--- src/rtl/cnn_pkg.sv ---
// Shared constants, class index type and argmax FSM states
// for the cnn output stage and its classification consumer.
package cnn_pkg;
  localparam int CHANNELS_OUT = 5;
  localparam int O_WIDTH      = 16;
  localparam int PIXELS_OUT   = 1860;
  localparam int CLASS_W      = $clog2(CHANNELS_OUT);

  typedef logic [CLASS_W-1:0] class_idx_t;

  typedef enum logic [1:0] {
    IDLE,
    SCAN,
    DONE
  } state_e;
endpackage

--- src/rtl/cnn_channel_accumulator.sv ---
// One channel of global sum pooling: sign-extend, add, clear, snapshot.
// accept/last qualify the sample; snap holds the finished frame sum.
module cnn_channel_accumulator #(
  parameter int D_WIDTH   = 16,
  parameter int ACC_WIDTH = 28
) (
  input  logic                 clk,
  input  logic                 rst_n,
  input  logic                 accept,
  input  logic                 last,
  input  logic [D_WIDTH-1:0]   sample,
  output logic [ACC_WIDTH-1:0] snap
);
  logic [ACC_WIDTH-1:0] acc_q, acc_d;
  logic [ACC_WIDTH-1:0] snap_q, snap_d;
  logic [ACC_WIDTH-1:0] ext;
  logic [ACC_WIDTH-1:0] sum;

  assign ext = {{(ACC_WIDTH-D_WIDTH){sample[D_WIDTH-1]}}, sample};
  assign sum = acc_q + ext;

  always_comb begin
    acc_d  = acc_q;
    snap_d = snap_q;
    if (accept) begin
      if (last) begin
        snap_d = sum;
        acc_d  = '0;
      end else begin
        acc_d  = sum;
      end
    end
  end

  always_ff @(posedge clk) begin
    if (!rst_n) begin
      acc_q  <= '0;
      snap_q <= '0;
    end else begin
      acc_q  <= acc_d;
      snap_q <= snap_d;
    end
  end

  assign snap = snap_q;
endmodule

--- src/rtl/cnn_class_argmax.sv ---
// Global sum pooling of the cnn output stream and a sequential argmax
// over the per-frame channel sums; result_valid pulses with class_idx/score.
module cnn_class_argmax
  import cnn_pkg::*;
#(
  parameter int CHANNELS         = CHANNELS_OUT,
  parameter int D_WIDTH          = O_WIDTH,
  parameter int PIXELS_PER_FRAME = PIXELS_OUT,
  parameter int ACC_WIDTH        = 28,
  parameter int IDX_WIDTH        = $clog2(CHANNELS)
) (
  input  logic                        clk,
  input  logic                        rst_n,
  input  logic                        clk_en,
  input  logic [CHANNELS*D_WIDTH-1:0] in_data,
  input  logic                        in_valid,
  output logic [IDX_WIDTH-1:0]        class_idx,
  output logic [ACC_WIDTH-1:0]        class_score,
  output logic                        result_valid,
  output logic                        busy
);
  localparam int CNT_W = $clog2(PIXELS_PER_FRAME);

  if (ACC_WIDTH < D_WIDTH + $clog2(PIXELS_PER_FRAME)) begin : g_acc_chk
    $error("ACC_WIDTH too small for frame sum");
  end
  if (PIXELS_PER_FRAME <= CHANNELS + 1) begin : g_pix_chk
    $error("frame too short to cover the argmax scan");
  end

  logic                 accept;
  logic                 last_pix;
  logic [ACC_WIDTH-1:0] snap [CHANNELS];

  logic [CNT_W-1:0]            cnt_q, cnt_d;
  state_e                      state_q, state_d;
  logic [IDX_WIDTH-1:0]        scan_c_q, scan_c_d;
  logic signed [ACC_WIDTH-1:0] best_q, best_d;
  logic [IDX_WIDTH-1:0]        best_idx_q, best_idx_d;
  logic [IDX_WIDTH-1:0]        class_idx_q, class_idx_d;
  logic [ACC_WIDTH-1:0]        class_score_q, class_score_d;
  logic                        rv_q, rv_d;

  assign accept   = clk_en & in_valid;
  assign last_pix = accept && (cnt_q == CNT_W'(PIXELS_PER_FRAME-1));

  for (genvar g = 0; g < CHANNELS; g++) begin : g_acc
    cnn_channel_accumulator #(
      .D_WIDTH  (D_WIDTH),
      .ACC_WIDTH(ACC_WIDTH)
    ) u_acc (
      .clk   (clk),
      .rst_n (rst_n),
      .accept(accept),
      .last  (last_pix),
      .sample(in_data[g*D_WIDTH +: D_WIDTH]),
      .snap  (snap[g])
    );
  end

  always_comb begin
    cnt_d         = cnt_q;
    state_d       = state_q;
    scan_c_d      = scan_c_q;
    best_d        = best_q;
    best_idx_d    = best_idx_q;
    class_idx_d   = class_idx_q;
    class_score_d = class_score_q;
    rv_d          = rv_q;
    if (accept) begin
      cnt_d = last_pix ? '0 : cnt_q + CNT_W'(1);
    end
    if (clk_en) begin
      rv_d = 1'b0;
      unique case (state_q)
        IDLE: begin
          if (last_pix) begin
            state_d  = SCAN;
            scan_c_d = '0;
          end
        end
        SCAN: begin
          // c=0 is the entry step: snapshot is only readable one edge after frame end
          if (scan_c_q == '0) begin
            best_d     = snap[0];
            best_idx_d = '0;
            scan_c_d   = IDX_WIDTH'(1);
          end else begin
            if ($signed(snap[scan_c_q]) > best_q) begin
              best_d     = snap[scan_c_q];
              best_idx_d = scan_c_q;
            end
            if (scan_c_q == IDX_WIDTH'(CHANNELS-1)) begin
              state_d = DONE;
            end else begin
              scan_c_d = scan_c_q + IDX_WIDTH'(1);
            end
          end
        end
        DONE: begin
          class_idx_d   = best_idx_q;
          class_score_d = best_q;
          rv_d          = 1'b1;
          state_d       = IDLE;
        end
        default: state_d = IDLE;
      endcase
    end
  end

  always_ff @(posedge clk) begin
    if (!rst_n) begin
      cnt_q         <= '0;
      state_q       <= IDLE;
      scan_c_q      <= '0;
      best_q        <= '0;
      best_idx_q    <= '0;
      class_idx_q   <= '0;
      class_score_q <= '0;
      rv_q          <= 1'b0;
    end else begin
      cnt_q         <= cnt_d;
      state_q       <= state_d;
      scan_c_q      <= scan_c_d;
      best_q        <= best_d;
      best_idx_q    <= best_idx_d;
      class_idx_q   <= class_idx_d;
      class_score_q <= class_score_d;
      rv_q          <= rv_d;
    end
  end

  assign class_idx    = class_idx_q;
  assign class_score  = class_score_q;
  assign result_valid = rv_q;
  assign busy         = (state_q != IDLE);
endmodule

--- config.mk ---
export PLATFORM = sky130hd
export DESIGN_NAME = cnn_class_argmax
export DESIGN_NICKNAME = d
export VERILOG_FILES = /design/src/rtl/cnn_pkg.sv /design/src/rtl/cnn_channel_accumulator.sv /design/src/rtl/cnn_class_argmax.sv
export SDC_FILE = /design/constraint.sdc
export NUM_CORES = 1
export LEC_CHECK = 0
export BUFFER_PORTS_ARGS = -buffer_cell sky130_fd_sc_hd__buf_2
export CAP_MARGIN = 20
export CORE_ASPECT_RATIO = 1.4
export CORE_MARGIN = 5
export CORE_UTILIZATION = 45
export DETAILED_ROUTE_END_ITERATION = 16
export PLACE_DENSITY = 0.67
export SLEW_MARGIN = 20
export SYNTH_ARGS = -nofsm -noshare
export SYNTH_HDL_FRONTEND = slang
export SYNTH_HIERARCHICAL = 1
export SYNTH_SLANG_ARGS = --single-unit
--- constraint.sdc ---
create_clock -name clk -period 8.6 [get_ports clk]
set_input_delay 0.86 -clock clk [delete_from_list [all_inputs] [get_ports clk]]
set_output_delay 0.86 -clock clk [all_outputs]
set_load 0.05 [all_outputs]
=== Word level (Yosys, flattened, before mapping) ===
Cells that the tools add are included.

* Latch bits: 0
* Bits in writable memories: 0
* Memory bits (read-only): 0
* Word-level logic and storage cells: 70
* Output and inout bits: 33
* Register bits after elaboration: 359
* Memories: 0

* Multiplexer cells: 22
* Divide/modulo/power cells: 0
* Shift operators: 0
* Bitwise logic cells: 2
* $add $sub $neg: 7
* Reductions and logical operators: 11
* Multipliers: 0
* Eq/ne operators: 8
* $lt $le $gt $ge: 2

{| class="wikitable"
|+ Operators with widths
! cell !! count
|-
| 28-bit two-way mux || 9
|-
| 28-bit adder || 5
|-
| 28-bit binary-select mux with 3-bit select || 1
|-
| 28-bit > comparator || 1
|-
| 3-bit two-way mux || 5
|-
| 11-bit by 1-bit adder with 11-bit output, second input constant || 1
|-
| 11-bit equality test, second input constant || 1
|-
| 11-bit two-way mux || 1
|-
| 4-bit AND reduction || 2
|-
| 2-bit two-way mux || 3
|-
| 2-bit != test, second input constant || 3
|-
| 3-bit case mux with 2 select lines || 1
|-
| 2-bit nonzero test || 3
|-
| 4-bit >= comparator, second input constant || 1
|-
| 3-bit NOT with 4-bit output || 1
|-
| 2-bit case mux with 2 select lines || 1
|-
| 2-bit AND reduction || 2
|-
| 3-bit by 1-bit adder with 3-bit output, second input constant || 1
|-
| 3-bit equality test, second input constant || 1
|-
| 3-bit logical NOT || 1
|-
| 3-bit != test, second input constant || 1
|-
| 3-bit AND reduction || 1
|-
| 2-bit by 1-bit equality test with 1-bit output, second input constant || 1
|-
| 2-bit equality test, second input constant || 1
|-
| other kinds (4) || 4
|}

=== Depth between registers and ports, before layout ===
* Word-level depth: 7
* Gate-level depth with buffers: 15

=== Modules after synthesis ===
Netlist, hierarchy kept.

{| class="wikitable"
|+ Modules (own cells, without submodules)
! module !! cells an instance !! area each (µm²) !! times used
|-
| cnn_channel_accumulator (g_acc[0].u_acc ...) || 457 || 3627.2 || 3
|-
| cnn_channel_accumulator (g_acc[3].u_acc ...) || 418 || 3557.2 || 2
|-
| cnn_class_argmax || 664 || 5328.9 || 1
|}

=== Least setup slack after synthesis ===
No wires, ideal clock.

* Kind: input to register
* Start: input in_data[0]
* End: register g_acc[0].u_acc.snap_q[24]
* Library setup time: 0.059 ns
* Setup slack: 5.503 ns
* Data required time: 8.541 ns
* Arrival: 3.038 ns
* Cell stages on the path: 12
* Buffers on the path: 0
* Cells stage by stage: ha_1 inv_1 fa_1 nand2b_1 a21oi_1 o21ai_0 o211ai_1 a21oi_1 o21a_1 o311ai_0 nand3_1 nand2_1

* Cells in the longest elaborated chain, start to end: 1

{| class="wikitable"
|+ Ends and longest elaborated chain
! item !! RTL line !! RTL
|-
| from (decl) || cnn_class_argmax.sv:15 || <nowiki>input logic [CHANNELS*D_WIDTH-1:0] in_data,</nowiki>
|-
| 28-bit adder || cnn_channel_accumulator.sv:20 || <nowiki>assign sum = acc_q + ext;</nowiki>
|-
| to (signal assigned) || cnn_channel_accumulator.sv:41 || <nowiki>snap_q <= snap_d;</nowiki>
|-
| to (decl) || cnn_channel_accumulator.sv:15 || <nowiki>logic [ACC_WIDTH-1:0] snap_q, snap_d;</nowiki>
|}

No other way between the ends.
A chain may end at the register's enable or synchronous reset.

=== Worst setup path after layout ===
* Start: register scan_c_q[0]
* End: register best_q[15]

* Cells in the longest elaborated chain, start to end: 7
* Elaborated cells on any way between the ends: 10
* Classes of those cells: order compare: 1; mux: 5; bitwise: 1; reduce/logical: 3

{| class="wikitable"
|+ Ends and longest elaborated chain
! item !! RTL line !! RTL
|-
| from (decl) || cnn_class_argmax.sv:37 || <nowiki>logic [IDX_WIDTH-1:0] scan_c_q, scan_c_d;</nowiki>
|-
| from (signal assigned) || cnn_class_argmax.sv:124 || <nowiki>scan_c_q <= scan_c_d;</nowiki>
|-
| 3-bit NOT with 4-bit output (not written as such) || cnn_class_argmax.sv:89, cnn_class_argmax.sv:90 ||
|-
| 28-bit binary-select mux with 3-bit select || cnn_class_argmax.sv:89, cnn_class_argmax.sv:90 ||
|-
| 28-bit two-way mux (not written as such) (2 in series) || cnn_class_argmax.sv:89, cnn_class_argmax.sv:90 ||
|-
| 28-bit > comparator || cnn_class_argmax.sv:89 || <nowiki>if ($signed(snap[scan_c_q]) > best_q) begin</nowiki>
|-
| 2-bit nonzero test (no source line) || n/a ||
|-
| 3-bit AND reduction (no source line) || n/a ||
|-
| to (signal assigned) || cnn_class_argmax.sv:125 || <nowiki>best_q <= best_d;</nowiki>
|-
| to (decl) || cnn_class_argmax.sv:38 || <nowiki>logic signed [ACC_WIDTH-1:0] best_q, best_d;</nowiki>
|}

Several ways; a longest one is shown, not always the timed one. The select of a mux whose other input is x is not followed.

==> impl_metrics.yaml <==
clock_network:
  ctsHoldBuffers: 0
  cts_buffers: 39
  clock_path_buffers: 3
  h-tree-depth: 2
  cts_sinks: 359
  clkTransAtPathRegs_ns: 0.06
  cts_setup_buffers: 0
  ctsRootBufferMaster: "clkbuf_16"
  ctsResizeCount: 0
  cts_tree: "built"
  clk_latency_ns: 0.57
power:
  netSwitchingPower_mw: 1.29
  ir_drop_uv: 173
  p_int_mw: 3.08
  sw_frac_of_total_pct: 29.5
  sequentialPowerShare_pct: 39.9
  power_frac_comb_pct: 19.1
  p_clk_share_pct: 41.1
  leakagePower_nw: 10.2
  total_power_mw: 4.37
  cellPowerDensity_mw_per_mm2: 172
layout:
  area_growth_pct: 9.20
  multi_input_area_mm2: 0.0148
  fillers: 4975
  final_nets: 3128
  drive_gt1_share_pct: 9.20
  seqCellArea_mm2: 0.00719
  fin_util_pct: 49.7
sta:
  finalSetupViolations: 0
  tightest_slew_ns: 1.07
  hold_ws_ns: 0.465
  relSlewSlack_pct: 28.3
  fin_crit_ns: 4.63
  slew_viol_final: 0
  max_freq_mhz: 216
  hold_viol: 0
  fin_setup_tns_ns: 0
  rsz0062_at_grt: "false"
  finalCritPeriodShare_pct: 53.8
  clock_skew_ns: 0.0182
synth:
  ys_top_cells_by_count: "378 x nand2_1, 359 x dfxtp_1, 192 x a21oi_1, 166 x ha_1, 141 x inv_1"
  syn_avg_cell_area_um2: 8.12
  synth_cells: 2871
  syn_area_mm2: 0.0233
  synth_top_area_share_pct: 30.8
  synth_cell_types: 90
  syn_nets: 3126
  yosysMostFrequentCell: "nand2_1"
  yosys-top-cells-area: "dfxtp_1 31%, ha_1 8.9%, nand2_1 6.1%"
  synthFlopType: "dfxtp_1"
  synth.ff_latch_count: 359
  synth-seq-area-share_pct: 30.8
  synth_area_leader_cell: "dfxtp_1"
  synth_edf_count: 0
  ys.warnings.count: 6
  ys_async_sr_fraction_pct: 0
global_route:
  grt_pass1_wl_um: 107000
  first_global_vias: 19800
  overflow: 0
  grtUsageTotal_pct: 23.0
  antenna_found_initial: 0
  grt_max_degree: 179
worst_setup_path:
  end_kind: "register"
  worstPathRequired_ns: 9.09
  cp.arrival_ns: 5.11
  critPathKind: "reg2reg"
  cp_max_fo: 61
  worst-r2r-cell-count: 14
  critPathLaunchType: "register"
floorplan:
  num_rows: 98
  fp.dieW_um: 202
  dieArea_mm2: 0.0566
  die_height_um: 279
  fp.coreArea_mm2: 0.0513
  ios: 117
  start_util_pct: 45.5
drt:
  drt_iter0_markers: 1174
  via_per_inst: 5.74
  dr_total_vias: 20400
  first_pass_iters: 6
  drc: 0
  wirelength_um: 67600
  post_drt_wl_per_cell_um: 19.0
  antenna_left: 0
min_path:
  hold_depth: 2
  hold_class: "reg2reg"
placement:
  place_hpwl_um: 49700
  place_congestion: 0.934
  io_buffer_count: 116
outcome:
  status: "finished clean"
job:
  drv_cap: 0
-- power groups by stage --
stage	registers, mW	logic (mW)	clock network, mW
finish	1.74	0.832	1.79
global route	1.75	0.914	1.89
CTS	1.74	0.829	1.83
detailed placement	1.78	0.822	0
global placement	1.78	0.807	0
floorplan	1.77	0.616	0
-- cells in the final DEF, fill, tap and decap left out, drive strengths merged, types with 7 or more instances in the layout --
cell type  count
clkinv         9
a311oi         8
and3          12
nor2         107
o22ai         95
clkbuf        49
nor3b         19
clkinvlp       7
a31oi         25
buf          130
nor2b        128
nand3b        22
o311ai        15
ha           166
o211ai        55
dfxtp        359
nand2        378
mux2i         93
and2         136
nor3          17
o31a           7
inv          143
a211o          9
nand4b        16
nand4         30
nand3         83
xor2          55
a21boi        84
nand2b        63
o211a         12
xnor2         62
o21a          18
a21oi        198
a21o          54
a221o         10
o21ai        136
-- per-stage QoR --
step | cells | setup WS (ns) | area, um2
2_1_floorplan | 2871 | 5.50 | 23300
3_3_place_gp | 3481 | 3.55 | 24100
3_5_place_dp | 3482 | 3.64 | 24100
4_1_cts | 3553 | 3.65 | 25500
5_1_grt | 3553 | 3.69 | 25500
6_report | 3554 | 3.97 | 25500
-- metal layers --
metal,track usage [%],share of wire (%),vias to the layer above
met1,27.0,41,9653
li1,-,-,10100
met3,3.01,3.9,124
met2,42.6,51,463
met5,0,0,-
met4,8.94,4.4,0
-- critical path, stage by stage (launching register included) --
cell	delay, ns
dfxtp_2	0.31
buf_4	0.66
inv_1	0.21
nor2_4	0.60
a21oi_1	0.15
o22ai_1	0.22
ha_1	0.30
a21oi_1	0.13
o21ai_0	0.14
a221o_1	0.33
a211oi_2	0.28
o22ai_1	0.17
nor2_4	0.55
buf_16	0.25
mux2i_1	0.21
-- final timing paths --
kind / startpoint / endpoint / slack [ns]
max: scan_c_q[0] / best_q[15] / 3.97
min: g_acc[2].u_acc/snap[20] / g_acc[2].u_acc/snap[20] / 0.46
max reg2reg: scan_c_q[0] / best_q[15] / 3.97
min reg2reg: g_acc[2].u_acc/snap[20] / g_acc[2].u_acc/snap[20] / 0.46
-- flip-flops by register name, indices dropped and copies added, names as in the netlist --
register,count
cnt_q,11
best_idx_q,3
class_score,28
state_q,2
result_valid,1
scan_c_q,3
class_idx,3
g_acc.u_acc/acc_q,140
best_q,28
g_acc.u_acc/snap,140
-- cells by family (layout without fill, tap and decap cells) --
| logic type | after synthesis | after routing | share of synthesized area, % |
|---|---|---|---|
| adders and majority gates | 171 | 171 | 9.33 |
| buffers and inverters | 310 | 342 | 5.63 |
| other | 0 | 1 | 0 |
| AOI/OAI and AO/OA | 779 | 779 | 22.7 |
| muxes | 94 | 94 | 4.09 |
| xor gates and xnor gates | 117 | 117 | 4.39 |
| and+or+nand+nor | 1041 | 1041 | 23.1 |
| DFF | 359 | 359 | 30.8 |
-- final cells by class --
class,count,share of cell area [%]
clock buffer,49,4.34
sequential,359,28.2
clock inverter,22,0.992
antenna,1,0.00982
tap,650,3.19
multi-input combinational,2202,58.3
timing repair buffer,130,2.86
inverter,141,2.10
Note: power is estimated with default switching activity, not from simulation.
